`config.mk`:
```
export PLATFORM = sky130hd
export DESIGN_NAME = controle_varredura_servo_flat
export DESIGN_NICKNAME = d
export VERILOG_FILES = /design/src/rtl/controle_varredura_servo_if.sv /design/src/rtl/controle_varredura_servo.sv /design/src/flat_wrapper.sv
export SDC_FILE = /design/constraint.sdc
export NUM_CORES = 1
export LEC_CHECK = 0
export BUFFER_PORTS_ARGS = -buffer_cell sky130_fd_sc_hd__buf_2
export CAP_MARGIN = 20
export CORE_ASPECT_RATIO = 1.75
export CORE_MARGIN = 3
export CORE_UTILIZATION = 55
export CTS_CLUSTER_SIZE = 30
export DETAILED_ROUTE_END_ITERATION = 16
export PLACE_DENSITY = 0.73
export SETUP_SLACK_MARGIN = 0.3
export SLEW_MARGIN = 20
export SYNTH_ARGS = -nofsm -noshare
export SYNTH_HDL_FRONTEND = slang
export SYNTH_SLANG_ARGS = --single-unit
```
`constraint.sdc`:
```
create_clock -name clock -period 2.69 [get_ports clock]
set_input_delay 0.807 -clock clock [delete_from_list [all_inputs] [get_ports clock]]
set_output_delay 0.807 -clock clock [all_outputs]
set_load 0.02 [all_outputs]
```
`src/rtl/controle_varredura_servo_if.sv`:
```
// Signal bundle between the sweep sequencer, the top-level control FSM,
// and the servo/sensor blocks.
interface controle_varredura_servo_if;
  logic       ligar;
  logic       pronto;
  logic [2:0] posicao;
  logic       medir;
  logic       timeout;
  logic       fim_varredura;
  logic       sentido;
  logic [3:0] db_estado;

  modport master (
    input  ligar,
    input  pronto,
    output posicao,
    output medir,
    output timeout,
    output fim_varredura,
    output sentido,
    output db_estado
  );

  modport slave (
    output ligar,
    output pronto,
    input  posicao,
    input  medir,
    input  timeout,
    input  fim_varredura,
    input  sentido,
    input  db_estado
  );
endinterface

```
`src/rtl/controle_varredura_servo.sv`:
```
// Ping-pong servo sweep over positions 0..7: settle at each position, request
// one distance measurement, then advance once pronto or the timeout arrives.
module controle_varredura_servo #(
  parameter int T_ASSENTAMENTO = 25000000,
  parameter int T_TIMEOUT      = 2500000
) (
  input logic                       clock,
  input logic                       reset,
  controle_varredura_servo_if.master bus
);

  localparam int T_MAX = (T_ASSENTAMENTO > T_TIMEOUT) ? T_ASSENTAMENTO : T_TIMEOUT;
  localparam int CW    = $clog2(T_MAX) + 1;

  localparam logic [CW-1:0] ULT_ASSENTA = CW'(T_ASSENTAMENTO - 1);
  localparam logic [CW-1:0] ULT_TIMEOUT = CW'(T_TIMEOUT - 1);

  typedef enum logic [3:0] {
    INICIAL = 4'd0,
    PREPARA = 4'd1,
    ASSENTA = 4'd2,
    MEDE    = 4'd3,
    AGUARDA = 4'd4,
    PROXIMO = 4'd5
  } estado_t;

  estado_t       estado;
  logic [CW-1:0] cnt;
  logic [2:0]    posicao;
  logic          sentido;
  logic          medir;
  logic          timeout;
  logic          fim_varredura;

  logic [2:0]    prox_posicao;
  logic          prox_sentido;
  logic          virada;

  // Next sweep step: reverse at the end points instead of wrapping.
  always_comb begin
    prox_posicao = posicao;
    prox_sentido = sentido;
    virada       = 1'b0;
    if (!sentido) begin
      if (posicao == 3'd7) begin
        prox_posicao = 3'd6;
        prox_sentido = 1'b1;
        virada       = 1'b1;
      end else begin
        prox_posicao = posicao + 3'd1;
      end
    end else begin
      if (posicao == 3'd0) begin
        prox_posicao = 3'd1;
        prox_sentido = 1'b0;
        virada       = 1'b1;
      end else begin
        prox_posicao = posicao - 3'd1;
      end
    end
  end

  // Position moves on the edge entering PROXIMO so fim_varredura lines up with it.
  always_ff @(posedge clock or posedge reset) begin
    if (reset) begin
      estado        <= INICIAL;
      cnt           <= '0;
      posicao       <= 3'd0;
      sentido       <= 1'b0;
      medir         <= 1'b0;
      timeout       <= 1'b0;
      fim_varredura <= 1'b0;
    end else begin
      medir         <= 1'b0;
      timeout       <= 1'b0;
      fim_varredura <= 1'b0;
      if (!bus.ligar && estado != INICIAL) begin
        estado <= INICIAL;
        cnt    <= '0;
      end else begin
        case (estado)
          INICIAL: begin
            if (bus.ligar) estado <= PREPARA;
          end
          PREPARA: begin
            posicao <= 3'd0;
            sentido <= 1'b0;
            cnt     <= '0;
            estado  <= ASSENTA;
          end
          ASSENTA: begin
            if (cnt == ULT_ASSENTA) begin
              cnt    <= '0;
              medir  <= 1'b1;
              estado <= MEDE;
            end else begin
              cnt <= cnt + CW'(1);
            end
          end
          MEDE: begin
            cnt    <= '0;
            estado <= AGUARDA;
          end
          AGUARDA: begin
            if (bus.pronto || cnt == ULT_TIMEOUT) begin
              timeout       <= !bus.pronto;
              posicao       <= prox_posicao;
              sentido       <= prox_sentido;
              fim_varredura <= virada;
              cnt           <= '0;
              estado        <= PROXIMO;
            end else begin
              cnt <= cnt + CW'(1);
            end
          end
          PROXIMO: begin
            cnt    <= '0;
            estado <= ASSENTA;
          end
          default: begin
            cnt    <= '0;
            estado <= INICIAL;
          end
        endcase
      end
    end
  end

  assign bus.posicao       = posicao;
  assign bus.sentido       = sentido;
  assign bus.medir         = medir;
  assign bus.timeout       = timeout;
  assign bus.fim_varredura = fim_varredura;
  assign bus.db_estado     = estado;

endmodule

```
`src/flat_wrapper.sv`:
```
// flat-port wrapper written by rule: the top's interface ports become plain ports
module controle_varredura_servo_flat 
#(
  parameter int T_ASSENTAMENTO = 25000000,
  parameter int T_TIMEOUT      = 2500000
)
  (clock, reset, bus_ligar, bus_pronto, bus_posicao, bus_medir, bus_timeout, bus_fim_varredura, bus_sentido, bus_db_estado);
  controle_varredura_servo_if bus_i ();
  input logic clock;
  input logic reset;
  input wire logic [$bits(bus_i.ligar)-1:0] bus_ligar;
  input wire logic [$bits(bus_i.pronto)-1:0] bus_pronto;
  output wire logic [$bits(bus_i.posicao)-1:0] bus_posicao;
  output wire logic [$bits(bus_i.medir)-1:0] bus_medir;
  output wire logic [$bits(bus_i.timeout)-1:0] bus_timeout;
  output wire logic [$bits(bus_i.fim_varredura)-1:0] bus_fim_varredura;
  output wire logic [$bits(bus_i.sentido)-1:0] bus_sentido;
  output wire logic [$bits(bus_i.db_estado)-1:0] bus_db_estado;
  assign bus_i.ligar = bus_ligar;
  assign bus_i.pronto = bus_pronto;
  assign bus_posicao = bus_i.posicao;
  assign bus_medir = bus_i.medir;
  assign bus_timeout = bus_i.timeout;
  assign bus_fim_varredura = bus_i.fim_varredura;
  assign bus_sentido = bus_i.sentido;
  assign bus_db_estado = bus_i.db_estado;
  controle_varredura_servo #(.T_ASSENTAMENTO(T_ASSENTAMENTO), .T_TIMEOUT(T_TIMEOUT)) u_core (.clock(clock), .reset(reset), .bus(bus_i));
endmodule
```
# [Yosys cells after proc, flatten, opt, wreduce, memory -nomap -nowiden]
# Cells that the tools add are included.
[totals] regBits=37 out_inout_bits=11 wordCells=65 inputBits=4
[classes] add_sub_neg=3 eq_ne=13 n_bitwise=1 reduce_logical=11 mux=30
[op_table] cell="$mux 26" n=3
[op_table] cell="$pmux 26 s3" n=1
[op_table] cell="$add 26x1->26 const B" n=1
[op_table] cell="$eq 26x22->1 const B" n=1
[op_table] cell="$eq 26x25->1 const B" n=1
[op_table] cell="$pmux 4 s5" n=1
[op_table] cell="$mux 4" n=4
[op_table] cell="$mux 1" n=15
[op_table] cell="$mux 3" n=4
[op_table] cell="$eq 4x2->1 const B" n=2
[op_table] cell="$eq 4x3->1 const B" n=2
[op_table] cell="$ne 3x1->1 const B" n=2
[op_table] cell="$pmux 3 s2" n=1
[op_table] cell="$reduce_and 3->1" n=2
[op_table] cell="$eq 4x1->1 const B" n=1
[op_table] cell="$logic_not 4->1" n=1
[op_table] cell="$ne 2x1->1 const B" n=2
[op_table] cell="$reduce_bool 4->1" n=1
[op_table] cell="$add 3x1->3 const B" n=1
[op_table] cell="$eq 3x3->1 const B" n=1
[op_table] cell="$logic_not 3->1" n=1
[op_table] cell="$ne 3x2->1 const B" n=1
[op_table] cell="$sub 3x1->3 const B" n=1
[op_table] cell="$logic_not 1->1" n=2
[op_table] cell="other kinds (6)" n=6

# [Depth between registers and ports, before layout]
[depth] ltp_word=6 ltp_mapped=9 mapped_depth_nobuf=8

# [Least setup slack after synthesis]
# No wires, ideal clock.
[synth_timing] kind="register to register" start="register u_core.cnt[15]" end="register u_core.cnt[9]" synth_period_minus_slack_ps=2359 path_stages_with_launch=9 n_path_buf=2 arrival_ps=2238 path_slack_ps=331 path_cell_list="dfrtp_1 > or4_4 > or4_4 > o21ai_2 > and2_4 > buf_8 > buf_12 > o21ai_2 > a22o_1"
[synth_via] elab_chain_cells=5
[synth_lines] item="from (decl)" line_no="controle_varredura_servo.sv:28" rtl="logic [CW-1:0] cnt;"
[synth_lines] item="from (signal assigned)" line_no="controle_varredura_servo.sv:97" rtl="cnt <= cnt + CW'(1);"
[synth_lines] item="from (signal assigned)" line_no="controle_varredura_servo.sv:113" rtl="cnt <= cnt + CW'(1);"
[synth_lines] item="$eq 26x22->1" line_no="controle_varredura_servo.sv:105" rtl="if (bus.pronto || cnt == ULT_TIMEOUT) begin"
[synth_lines] item="$logic_or 1x1->1" line_no="controle_varredura_servo.sv:105"
[synth_lines] item="$mux 26" line_no="controle_varredura_servo.sv:105"
[synth_lines] item="$pmux 26 s3 *" line_no="controle_varredura_servo.sv:81" rtl="case (estado)"
[synth_lines] item="$mux 26 *" line_no="controle_varredura_servo.sv:77" rtl="if (!bus.ligar && estado != INICIAL) begin"
# Mark *: on every way between the ends. The rest lies on a longest branch, timed or not.
# A chain may end at the register's enable or synchronous reset.

# [Worst setup path after layout]
[layout_timing] start="register u_core.cnt[9]" end="register u_core.cnt[24]"
[layout_via] elab_chain_cells=5
[layout_lines] item="branches (longest 3 deep; another with $add 26x1->26)"
[layout_lines] item="$pmux 26 s3 *" line_no="controle_varredura_servo.sv:81"
[layout_lines] item="$mux 26 *" line_no="controle_varredura_servo.sv:77"
# Every way passes the cells marked *.

==> out/results.ini <==
[outcome]
status = finished, final reports clean

[timing]
max_freq_ghz = 0.409
min_period_over_period_pct = 90.9
fin_ws_ns = 0.245
timing_hold_violations_final = 0
worst_slew_pin_slew_ns = 0.678
finalSetupTns_ns = 0
fin_worst_skew_ns = 0.0115
slew_headroom_pct = 54.5
rsz0062_at_grt = yes
finalSetupViolations = 0
fin_crit_ns = 2.44
final_max_slew_viol_count = 0

[route]
vias = 2140
antenna_left = 0
wl_mm = 6.23
viasPerCell = 6.24
firstDrtPassIters = 4
first_iter_violations = 130
drcViolationCount = 0
wire_per_inst_um = 18.2

[floorplan]
core-area_sq_mm = 0.00390
fp.dieW_um = 54.3
start_util_pct = 57.5
die_h_um = 90.5
fp.dieArea_sq_mm = 0.00491
rows = 30
io_pins = 15

[grt]
grt_max_degree = 37
grt_pass1_wl_mm = 9.82
grt_pass1_vias = 2064
grt_overflow = 0
grt_usage_pct = 27.1
antenna_found_initial = 0

[clock_tree]
clock_sinks = 36
cts_tree = yes
htreeDepth = 2
clockBufferDepth = 2
cts_root_buf = clkbuf_8
clkSlewWorstSetupHoldPaths_ns = 0.08
cts_hold_buf = 0
cts_buffers = 5
clk_latency_ns = 0.30

[critical_path]
worstSetupPathType = reg -> reg
crit_path_max_incr_delay_ns = 0.57
critical_path.max_fanout = 8
r2r_start = u_core.cnt[9]
endpoint_kind = flip-flop
startpoint_type = flip-flop
path_buf_inv = 1
cpMostUsedCell = or4_4
critical-path-top-delay-family = simple AND/OR/NAND/NOR gates
slowest_stage = or4_4
required_ns = 2.87
critPathLaunch = u_core.cnt[9]
worstPathArrival_ns = 2.63
path_cells = or4_4 > or4_4 > o21ai_4 > buf_6 > nand2_8 > and3_4 > a211o_1

[finish]
n_antenna_cell = 0
final_cells = 343
drive_gt1_share_pct = 26.1
fin_util_pct = 70.7
area_delta_synth_final_pct = 23.1
final_nets = 304

[pwr]
p_leak_nw = 1.25
peakVddDrop_v = 0.000444
p_per_area_mw_per_mm2 = 513

[synthesis]
synth_cell_types = 57
seq_area_frac_synth_pct = 40.2
synth-compound-area-share_pct = 16.5
synth-seq-cells = 36
synth_nets = 263
yosysWarnings = 0
async_reset_ff_share_pct = 100
synth-edff-count = 0
syn_area_per_cell_sq_um = 8.87
netlist_area_sq_mm = 0.00224
synth_fa_ha_area_share_pct = 3.35
synth_xor_area_share_pct = 1.17
synth_top_family_by_area = simple AND/OR/NAND/NOR gates
synthMuxAreaShare_pct = 2.29
netlist_instances = 253
synth-simple-area-share_pct = 30.8
synth_flop_cell = dfrtp_1

[placed_design]
dp.cells = 317
dp_slack_ns = 0.160
gp_congestion = 0.926
dp_hpwl_mm = 3.97
portBuffers = 13

[flow_run]
cap_violations = 0

[min_path]
hold_class = reg -> reg
hp-start = u_core.bus.posicao[1]

## cell usage after synthesis (all sizes together) (2+ instances only)
| master | instances | area (sq um) |
|---|---|---|
| nor4 | 5 | 37.5 |
| a31oi | 11 | 68.8 |
| mux2i | 4 | 40.0 |
| o211ai | 2 | 15.0 |
| a21o | 2 | 15.0 |
| or4 | 5 | 45.0 |
| nor4b | 2 | 17.5 |
| ha | 6 | 75.1 |
| o21ai | 13 | 80.1 |
| and2 | 5 | 33.8 |
| nand3 | 20 | 100 |
| and3 | 7 | 43.8 |
| nand4b | 2 | 17.5 |
| nand2b | 4 | 25.0 |
| a211o | 4 | 35.0 |
| clkbuf | 6 | 26.3 |
| inv | 12 | 45.0 |
| o21bai | 2 | 15.0 |
| nor3 | 9 | 45.0 |
| or3 | 4 | 26.3 |
| xor2 | 3 | 26.3 |
| nor3b | 2 | 15.0 |
| a21oi | 11 | 55.1 |
| buf | 5 | 52.6 |
| nor2 | 13 | 48.8 |
| dfrtp | 36 | 901 |
| a22o | 2 | 17.5 |
| nand2 | 28 | 105 |
| nand4 | 8 | 50.1 |
| nor2b | 3 | 18.8 |
## report_power, final
group,switching [mW],internal (mW)
sequential,0.0420,0.566
combinational,0.173,0.103
clock,0.206,0.327
total,0.421,0.996
## stage by stage
stage          cell area, sq um  hold slack (ns)  power, mW
2_1_floorplan              2240            0.494      0.802
3_3_place_gp               2390            0.510      0.869
3_5_place_dp               2390            0.519      0.874
4_1_cts                    2650            0.533       1.41
5_1_grt                    2760            0.560       1.49
6_report                   2760            0.537       1.42
## worst register-to-register path: stages, from the launching register on
cell and delay, ns:
dfrtp_1 0.39, or4_4 0.54, or4_4 0.57, o21ai_4 0.21, buf_6 0.14, nand2_8 0.07
and3_4 0.17, a211o_1 0.26
## layer usage
layer	GRT usage, %	share of wire [%]	vias to the layer above
met5	0	0	-
met4	17.7	6.6	0
met3	6.12	4.5	28
met2	45.6	53	72
met1	28.1	36	1022
li1	-	-	1018
## sequential cells by signal (all words and copies together) (netlist names)
name	cells
u_core.cnt	26
u_core.bus.db_estado	3
u_core.bus.posicao	3
u_core.bus.fim_varredura	1
u_core.bus.medir	1
u_core.bus.sentido	1
u_core.bus.timeout	1
## placed cells by master (no fill, tap or decap), drive strengths merged, types with 3 or more instances in the layout
cell type and instances:
inv 12, buf 44, nor3 9, mux2i 4, and2 6, and3 7
ha 6, a31oi 11, o21ai 13, nand2 28, or4 5, a21oi 11
clkbuf 7, nor2 13, or3 4, nand3 20, dfrtp 36, xor2 3
nor2b 3, nor4 5, nand4 8, a211o 4, nand2b 4
## what timing repair did
item,CTS,global route
setup buffers,11,6
pin swaps,4,9
gates cloned,1,0
setup endpoints to repair,22,24
gates resized for setup,9,12
## logic make-up after synthesis
logic type / after synthesis
compound gates: 55
fa+ha+maj: 6
xor+xnor: 3
simple gates: 124
flops: 36
other cells: 1
buf+inv: 23
mux: 5
## final cells by class
type | count | area (sq um)
well taps | 48 | 60.1
inverters | 12 | 45.0
fillers | 309 | 1140
clock inverters | 1 | 30.0
multi-input cells | 195 | 1320
flip-flops and latches | 36 | 902
repair buffers | 44 | 309
clock buffers | 7 | 96.3
## final timing paths
check | end | slack [ns] | cells past startpoint
min in group asynchronous | u_core.cnt[23] | 0.61 | 3
worst max-delay path | u_core.cnt[24] | 0.25 | 7
worst min register to register | u_core.bus.posicao[1] | 0.54 | 1
worst max register to register | u_core.cnt[24] | 0.25 | 7
worst min-delay path | u_core.bus.posicao[1] | 0.54 | 1
max in group asynchronous | u_core.cnt[7] | 1.74 | 3
(Power assumes the default switching activity.)
